[src/rtl/acondicionador_botones_pkg.sv]
// Shared constants for the button conditioner: channel indices, default
// timing for a 50 MHz clock, and the counter width helper.
package acondicionador_botones_pkg;

    localparam int NUM_CH      = 4;
    localparam int CH_ENERGIA  = 0;
    localparam int CH_MEDICINA = 1;
    localparam int CH_TEST     = 2;
    localparam int CH_RESET    = 3;

    localparam int CLK_HZ        = 50_000_000;
    localparam int DEB_CYC_DEF   = 1_000_000;
    localparam int LARGO_CYC_DEF = 250_000_000;

    // Counters must hold LARGO_CYC itself, since the long-press count saturates there.
    function automatic int cnt_width(input int largo_cyc);
        return $clog2(largo_cyc + 1);
    endfunction

endpackage

[src/rtl/acondicionador_botones_canal.sv]
// One button channel: two-FF synchroniser, debounce, registered press pulse
// on the stable rising edge, and a single long-press pulse per hold.
module antirrebote_canal #(
    parameter int DEB_CYC   = 1_000_000,
    parameter int LARGO_CYC = 250_000_000,
    parameter int CNT_W     = 28
) (
    input  logic clk,
    input  logic rst_n,
    input  logic boton_i,
    output logic est_o,
    output logic pulsa_o,
    output logic largo_o
);

    localparam logic [CNT_W-1:0] DEB_LIM   = CNT_W'(DEB_CYC - 1);
    localparam logic [CNT_W-1:0] LARGO_MAX = CNT_W'(LARGO_CYC);
    localparam logic [CNT_W-1:0] LARGO_PRE = CNT_W'(LARGO_CYC - 2);

    logic             s1_q, s2_q;
    logic             est_q, est_d, est_prev_q;
    logic             pulsa_q, largo_q, largo_d;
    logic [CNT_W-1:0] cnt_deb_q, cnt_deb_d;
    logic [CNT_W-1:0] cnt_largo_q, cnt_largo_d;

    always_comb begin
        est_d       = est_q;
        cnt_deb_d   = '0;
        cnt_largo_d = '0;
        if (s2_q != est_q) begin
            if (cnt_deb_q == DEB_LIM) begin
                est_d = s2_q;
            end else begin
                cnt_deb_d = cnt_deb_q + CNT_W'(1);
            end
        end
        if (est_q) begin
            cnt_largo_d = (cnt_largo_q == LARGO_MAX) ? cnt_largo_q : cnt_largo_q + CNT_W'(1);
        end
        // Fire on the edge the count becomes LARGO_CYC-1; saturation keeps it one-shot.
        largo_d = est_q && (cnt_largo_q == LARGO_PRE);
    end

    always_ff @(posedge clk or negedge rst_n) begin
        if (!rst_n) begin
            s1_q        <= 1'b0;
            s2_q        <= 1'b0;
            est_q       <= 1'b0;
            est_prev_q  <= 1'b0;
            pulsa_q     <= 1'b0;
            largo_q     <= 1'b0;
            cnt_deb_q   <= '0;
            cnt_largo_q <= '0;
        end else begin
            s1_q        <= boton_i;
            s2_q        <= s1_q;
            est_q       <= est_d;
            est_prev_q  <= est_q;
            pulsa_q     <= est_q & ~est_prev_q;
            largo_q     <= largo_d;
            cnt_deb_q   <= cnt_deb_d;
            cnt_largo_q <= cnt_largo_d;
        end
    end

    assign est_o   = est_q;
    assign pulsa_o = pulsa_q;
    assign largo_o = largo_q;

endmodule

[src/rtl/acondicionador_botones.sv]
// Conditions the pet's four raw push buttons into clean pulses/levels for Modos:
// polarity fix, per-channel debounce, test-button toggle and output mapping.
module acondicionador_botones
    import acondicionador_botones_pkg::*;
#(
    parameter int DEB_CYC     = DEB_CYC_DEF,
    parameter int LARGO_CYC   = LARGO_CYC_DEF,
    parameter int ACTIVO_BAJO = 1
) (
    input  logic       clk,
    input  logic       rst_n,
    input  logic       btn_energia_in,
    input  logic       btn_medicina_in,
    input  logic       btn_test_in,
    input  logic       btn_reset_in,
    output logic       Bot_Energia,
    output logic       Bot_Medicina,
    output logic       Bot_Test,
    output logic       Bot_Reset,
    output logic [3:0] estado_estable
);

    localparam int CNT_W = cnt_width(LARGO_CYC);

    logic [NUM_CH-1:0] raw, pres, est, pulsa, largo;
    logic              bot_test_q, bot_test_d;
    logic              unused_pulsos;

    assign raw  = {btn_reset_in, btn_test_in, btn_medicina_in, btn_energia_in};
    assign pres = (ACTIVO_BAJO != 0) ? ~raw : raw;

    for (genvar g = 0; g < NUM_CH; g++) begin : g_canal
        antirrebote_canal #(
            .DEB_CYC  (DEB_CYC),
            .LARGO_CYC(LARGO_CYC),
            .CNT_W    (CNT_W)
        ) u_canal (
            .clk    (clk),
            .rst_n  (rst_n),
            .boton_i(pres[g]),
            .est_o  (est[g]),
            .pulsa_o(pulsa[g]),
            .largo_o(largo[g])
        );
    end

    assign bot_test_d = bot_test_q ^ largo[CH_TEST];

    always_ff @(posedge clk or negedge rst_n) begin
        if (!rst_n) bot_test_q <= 1'b0;
        else        bot_test_q <= bot_test_d;
    end

    // Short presses of test/reset and long presses of energia/medicina are intentionally dropped.
    assign unused_pulsos = ^{pulsa[CH_TEST], pulsa[CH_RESET], largo[CH_ENERGIA], largo[CH_MEDICINA]};

    assign Bot_Energia    = pulsa[CH_ENERGIA];
    assign Bot_Medicina   = pulsa[CH_MEDICINA];
    assign Bot_Test       = bot_test_q;
    assign Bot_Reset      = largo[CH_RESET];
    assign estado_estable = est;

endmodule

[config.mk]
export PLATFORM = sky130hd
export DESIGN_NAME = acondicionador_botones
export DESIGN_NICKNAME = d
export VERILOG_FILES = /design/src/rtl/acondicionador_botones_pkg.sv /design/src/rtl/acondicionador_botones_canal.sv /design/src/rtl/acondicionador_botones.sv
export SDC_FILE = /design/constraint.sdc
export NUM_CORES = 1
export LEC_CHECK = 0
export ABC_CLOCK_PERIOD_IN_PS = 4100
export CAP_MARGIN = 15
export CELL_PAD_IN_SITES_DETAIL_PLACEMENT = 0
export CELL_PAD_IN_SITES_GLOBAL_PLACEMENT = 1
export CORE_MARGIN = 1
export CORE_UTILIZATION = 35
export CTS_BUF_LIST = sky130_fd_sc_hd__clkbuf_16
export DETAILED_ROUTE_END_ITERATION = 8
export PLACE_DENSITY = 0.61
export SYNTH_ARGS = -nofsm -noshare
export SYNTH_HDL_FRONTEND = slang
export SYNTH_HIERARCHICAL = 1
export SYNTH_SLANG_ARGS = --single-unit
[constraint.sdc]
create_clock -name clk -period 4.1 [get_ports clk]
set_input_delay 0.82 -clock clk [delete_from_list [all_inputs] [get_ports clk]]
set_output_delay 0.82 -clock clk [all_outputs]
set_load 0.01 [all_outputs]
==> results.json, run 1 <==
{
  "finalCritPeriodShare_pct": 60.7,
  "power.switching_uw": 881,
  "reg2reg_from": "g_canal[1].u_canal/cnt_deb_q[0]$_DFF_PN0_",
  "io_pins": 14,
  "yosysWarnings": 6,
  "slew_headroom_pct": 36.5,
  "drt_iter0_markers": 417,
  "finalSetupViolations": 0,
  "fillers": 2627,
  "syn-num-nets": 1006,
  "required_ns": 3.28,
  "grt_usage_pct": 15.5,
  "drc": 0,
  "die_h_um": 167,
  "slew_violations": 0,
  "detail-route-antenna-nets": 0,
  "dpl.hpwl_mm": 12.7,
  "h-tree-depth": 4,
  "outcome": "complete, no violations",
  "hold_path_class": "reg2reg",
  "power.leakage_uw": 0.00399,
  "cp.arrival_ns": 1.67,
  "placementRows": 60,
  "max_freq_mhz": 402,
  "grt_max_degree": 86,
  "cts_buffer_depth": 2,
  "cp-startpoint": "g_canal[2].u_canal/est_o$_DFFE_PN0P_",
  "routedWlPerCell_um": 15.2,
  "syn_to_final_growth_pct": 10.8,
  "p_sw_share_pct": 24.7,
  "p_int_uw": 2680,
  "rsz0062_at_grt": "no",
  "critPathBufInv": 1,
  "p_per_area_mw_per_mm2": 337,
  "cp_max_fo": 13,
  "vias_per_cell": 5.38,
  "critPathMaxStageDelay_ns": 0.62,
  "whs_path_depth": 0,
  "synth_area_per_cell_um2": 9.63,
  "numClockSinks": 187,
  "portBuffers": 13,
  "p_total_uw": 3560,
  "cap_violations": 0,
  "cts_tree": "done",
  "nets": 993,
  "globalplace.congestion": 0.725,
  "synthCells": 990,
  "hp-start": "g_canal[2].u_canal/s1_q$_DFF_PN0_",
  "cts_hold_buf": 0,
  "combPwrFrac_pct": 2.6,
  "tightest_slew_ns": 0.953,
  "cts-root-buf": "clkbuf_16",
  "final_common_cell": "dfrtp_1",
  "end_kind": "output pin",
  "place_inst": 1296,
  "cts_buffers": 17,
  "vias": 7156,
  "hold_viol": 0,
  "power_frac_clock_pct": 44.9,
  "finalInstanceArea_mm2": 0.0106,
  "netlist_area_mm2": 0.00953,
  "core_area_mm2": 0.0268,
  "period_minus_slack_ns": 2.49,
  "overflow": 0,
  "worstRegToRegCells": 6,
  "cp_cell_sequence": "clkdlybuf4s50_1",
  "postCtsResizedCells": 0,
  "antenna_found_initial": 0,
  "crit_slowest_cell": "dfrtp_1",
  "grt_first_pass_wirelength_mm": 35.9,
  "grt_pass1_vias": 7174,
  "final_cell_mix": "187 x dfrtp_1, 94 x nor2_1, 73 x a21oi_1",
  "startpoint_type": "flop",
  "drive_above_1_share_pct": 6.06,
  "finalSetupTns_ns": 0,
  "diodes": 0,
  "wl_mm": 20.2,
  "firstDrtPassIters": 5,
  "finalHoldWorstSlack_ns": 0.350,
  "die-area_mm2": 0.0279,
  "cp.depth": 1,
  "cp_top_family": "flip-flops",
  "power_frac_seq_pct": 52.4,
  "insertion_delay_ns": 0.44,
  "stdcell_count": 1331,
  "setup.worst_path.class": "reg2out",
  "fin_skew_ns": 0.0171,
  "start_util_pct": 35.6,
  "peakVddDrop_mv": 0.254,
  "dpl_cell_area_mm2": 0.00994,
  "die_w_um": 167,
  "post_cts_buffers": 0,
  "cts.reportedPaths.clkPinSlew_ns": 0.07
}
==> sequential cells by signal (all words and copies together), names as in the netlist <==
signal / flops
g_canal.u_canal/cnt_deb_q: 112
g_canal.u_canal/est_prev_q: 2
g_canal.u_canal/largo_o: 2
g_canal.u_canal/s1_q: 4
g_canal.u_canal/s2_q: 4
g_canal.u_canal/est_o: 4
g_canal.u_canal/cnt_largo_q: 56
g_canal.u_canal/pulsa_o: 2
Bot_Test: 1
==> path summary, 6_finish.rpt <==
kind | to | slack [ns]
max | estado_estable[2] | 1.61
min reg2reg | g_canal[2].u_canal/s2_q$_DFF_PN0_ | 0.35
max reg2reg | g_canal[1].u_canal/cnt_deb_q[13]$_DFF_PN0_ | 1.80
min | g_canal[2].u_canal/s2_q$_DFF_PN0_ | 0.35
max in group asynchronous | g_canal[2].u_canal/s1_q$_DFF_PN0_ | 2.79
min in group asynchronous | g_canal[1].u_canal/cnt_deb_q[21]$_DFF_PN0_ | 0.39
==> through the flow <==
step / utilization [%] / setup WS, ns
after floorplan: - / 2.20
after global placement: 37.1 / 1.75
after detailed placement: 37.1 / 1.74
after CTS: 39.1 / 1.57
after global routing: 39.4 / 1.48
final: 39.4 / 1.61
==> metal layers <==
layer  global-route usage [%]  wire length, µm  up-vias
li1                         -                -     3590
met4                     4.39              201        0
met3                     2.69              361       14
met1                     21.9            10600     3503
met5                        0                0        -
met2                     24.3             9070       49
==> cell type report <==
class                      count  area (µm²)  share of cell area (%)
clock buffer                  17         425                    4.03
clock inverter                15         126                    1.20
inverter                      43         161                    1.53
multi-input combinational    710        4510                    42.7
sequential                   187        4680                    44.3
tap                          341         427                    4.04
timing repair buffer          18         231                    2.19
==> worst reg2reg max path, delay by kind of cell (launching register included) <==
family,cells,cell delay (ns)
adders and majority gates,1,0.21
DFF,1,0.39
and+or+nand+nor,5,1.53
==> power groups by stage <==
stage / Combinational (µW) / Clock, µW / Sequential (µW)
after global routing: 109 / 1750 / 1870
after floorplan: 32.7 / 0 / 1900
after global placement: 91.1 / 0 / 1910
final: 93.0 / 1600 / 1870
after CTS: 90.7 / 1690 / 1870
after detailed placement: 90.5 / 0 / 1910
Power figures use the tool's default switching activity.
==> inputs of run 2 (changes only) <==
Settings changed: ABC_CLOCK_PERIOD_IN_PS 4100 to 2300.
Clock period 4.1 ns to 2.3 ns, I/O delays scaled along.
==> run 2 against run 1 <==
  * Sequential share of layout area decreased by 0.76 points
  * Total power up 80%
  * Non-clock buffer count is 25 higher
  * Critical path depth unchanged
==> results.json, run 2 (synthesis results as in run 1) <==
{
  "h-tree-depth": 4,
  "finalSetupTns_ns": 0,
  "finalSetupViolations": 0,
  "hold_viol": 0,
  "drive_above_1_share_pct": 7.89,
  "dpl.hpwl_mm": 13.1,
  "io_pins": 14,
  "rsz0062_at_grt": "no",
  "max_freq_mhz": 470,
  "p_per_area_mw_per_mm2": 596,
  "cts-root-buf": "clkbuf_16",
  "post_cts_buffers": 0,
  "syn_to_final_growth_pct": 12.8,
  "finalInstanceArea_mm2": 0.0107,
  "die_h_um": 167,
  "peakVddDrop_mv": 0.468,
  "grt_max_degree": 50,
  "cp.depth": 1,
  "worstRegToRegCells": 5,
  "slew_headroom_pct": 67.0,
  "grt_pass1_vias": 7033,
  "reg2reg_from": "g_canal[3].u_canal/cnt_largo_q[1]$_DFFE_PN0P_",
  "slew_violations": 0,
  "die-area_mm2": 0.0279,
  "detail-route-antenna-nets": 0,
  "die_w_um": 167,
  "vias": 7276,
  "portBuffers": 13,
  "core_area_mm2": 0.0268,
  "cp_max_fo": 13,
  "hold_path_class": "reg2reg",
  "diodes": 0,
  "multi_input_area_mm2": 0.00451,
  "postCtsResizedCells": 0,
  "rrSetupSlack_ns": 0.24,
  "tightest_slew_ns": 0.494,
  "globalplace.congestion": 0.731,
  "finalHoldWorstSlack_ns": 0.350,
  "cap_violations": 0,
  "numClockSinks": 187,
  "top_regs": "g_canal.u_canal/cnt_deb_q x112, g_canal.u_canal/cnt_largo_q x56",
  "nets": 1018,
  "cp_top_family": "buffers and inverters",
  "grt_use_met3_pct": 3.16,
  "regArea_mm2": 0.00468,
  "grt_first_pass_wirelength_mm": 35.4,
  "placementRows": 60,
  "drc": 0,
  "largest_register_ffs": 112,
  "grt.busiest_layer": "met2",
  "power.leakage_uw": 0.00410,
  "routedWlPerCell_um": 14.9,
  "start_util_pct": 35.6,
  "required_ns": 1.84,
  "final_common_cell": "dfrtp_1",
  "critPathMaxStageDelay_ns": 0.63,
  "finalCritPeriodShare_pct": 92.6,
  "cts.reportedPaths.clkPinSlew_ns": 0.07,
  "startpoint_type": "flop",
  "cp_cell_sequence": "clkdlybuf4s50_1",
  "vias_per_cell": 5.37,
  "insertion_delay_ns": 0.44,
  "overflow": 0,
  "dpl_cell_area_mm2": 0.0102,
  "fin_skew_ns": 0.0104,
  "critPathBufInv": 1,
  "drt_iter0_markers": 401,
  "final_cell_mix": "187 x dfrtp_1, 94 x nor2_1, 73 x a21oi_1",
  "antenna_found_initial": 0,
  "cts_buffers": 17,
  "end_kind": "output pin",
  "outcome": "complete, no violations",
  "endpoint": "estado_estable[2]",
  "firstDrtPassIters": 4,
  "top_register": "g_canal.u_canal/cnt_deb_q",
  "fillers": 2642,
  "period_minus_slack_ns": 2.13,
  "cts_tree": "done",
  "cp-startpoint": "g_canal[2].u_canal/est_o$_DFFE_PN0P_",
  "gr-usage-met2_pct": 24.2,
  "cts_buffer_depth": 2,
  "crit_slowest_cell": "clkdlybuf4s50_1",
  "cp.arrival_ns": 1.67,
  "gr-usage-met1_pct": 21.5,
  "wl_mm": 20.2,
  "reg2reg_to": "g_canal[3].u_canal/cnt_largo_q[22]$_DFFE_PN0P_",
  "grt_usage_pct": 15.4,
  "setup.worst_path.class": "reg2out"
}
-- run 2: cell types whose count changed in the layout (fill, tap and decap cells not counted), sizes merged --
cell,before,now
buf,5,29
inv,52,47
clkinvlp,0,2
bufinv,0,2
dlygate4sd3,0,1
-- run 2: timing repair --
| action | 4_1_cts | 5_1_grt |
|---|---|---|
| endpoints found under the setup margin | 0 | 0 |
| hold endpoints to repair | 19 | 0 |
| hold buffers | 1 | 0 |
-- run 2: power by group --
part | total, µW | internal (µW) | switching (µW)
clock network | 2900 | 1580 | 1320
logic | 175 | 51.5 | 123
registers | 3330 | 3310 | 21.5
total | 6410 | 4940 | 1460
-- run 2: per-layer routing --
| metal | routed length (µm) | vias to the layer above |
|---|---|---|
| met3 | 436 | 12 |
| met4 | 200 | 0 |
| met5 | 0 | - |
| li1 | - | 3647 |
| met2 | 9000 | 53 |
| met1 | 10600 | 3564 |
-- run 2: worst min-delay path by stage --
stage	startpoint	to	slack, ns	cells after the start
floorplan	rst_n	Bot_Test$_DFF_PN0_	0.16	0
global placement	g_canal[0].u_canal/s1_q$_DFF_PN0_	g_canal[0].u_canal/s2_q$_DFF_PN0_	0.33	0
detailed placement	g_canal[0].u_canal/s1_q$_DFF_PN0_	g_canal[0].u_canal/s2_q$_DFF_PN0_	0.34	0
CTS	g_canal[0].u_canal/s1_q$_DFF_PN0_	g_canal[0].u_canal/s2_q$_DFF_PN0_	0.35	0
global route	g_canal[0].u_canal/s1_q$_DFF_PN0_	g_canal[0].u_canal/s2_q$_DFF_PN0_	0.37	0
finish	g_canal[0].u_canal/s1_q$_DFF_PN0_	g_canal[0].u_canal/s2_q$_DFF_PN0_	0.35	0
-- run 2: final cells by class --
| cell class | instances | share of cell area [%] |
|---|---|---|
| clock buffers | 17 | 3.96 |
| clock inverters | 14 | 1.22 |
| inverters | 43 | 1.50 |
| multi-input cells | 710 | 42.0 |
| flip-flops and latches | 187 | 43.5 |
| well taps | 341 | 3.97 |
| repair buffers | 43 | 3.83 |
-- run 2: through the flow --
step	utilization (%)	power (µW)	setup WS, ns	std cells
after global placement	38.0	3580	0.258	1323
after detailed placement	38.0	3580	0.204	1323
after floorplan	-	3450	0.405	990
after CTS	40.1	6530	0.108	1355
final	40.1	6410	0.171	1355
after global routing	40.1	6670	0.0175	1355
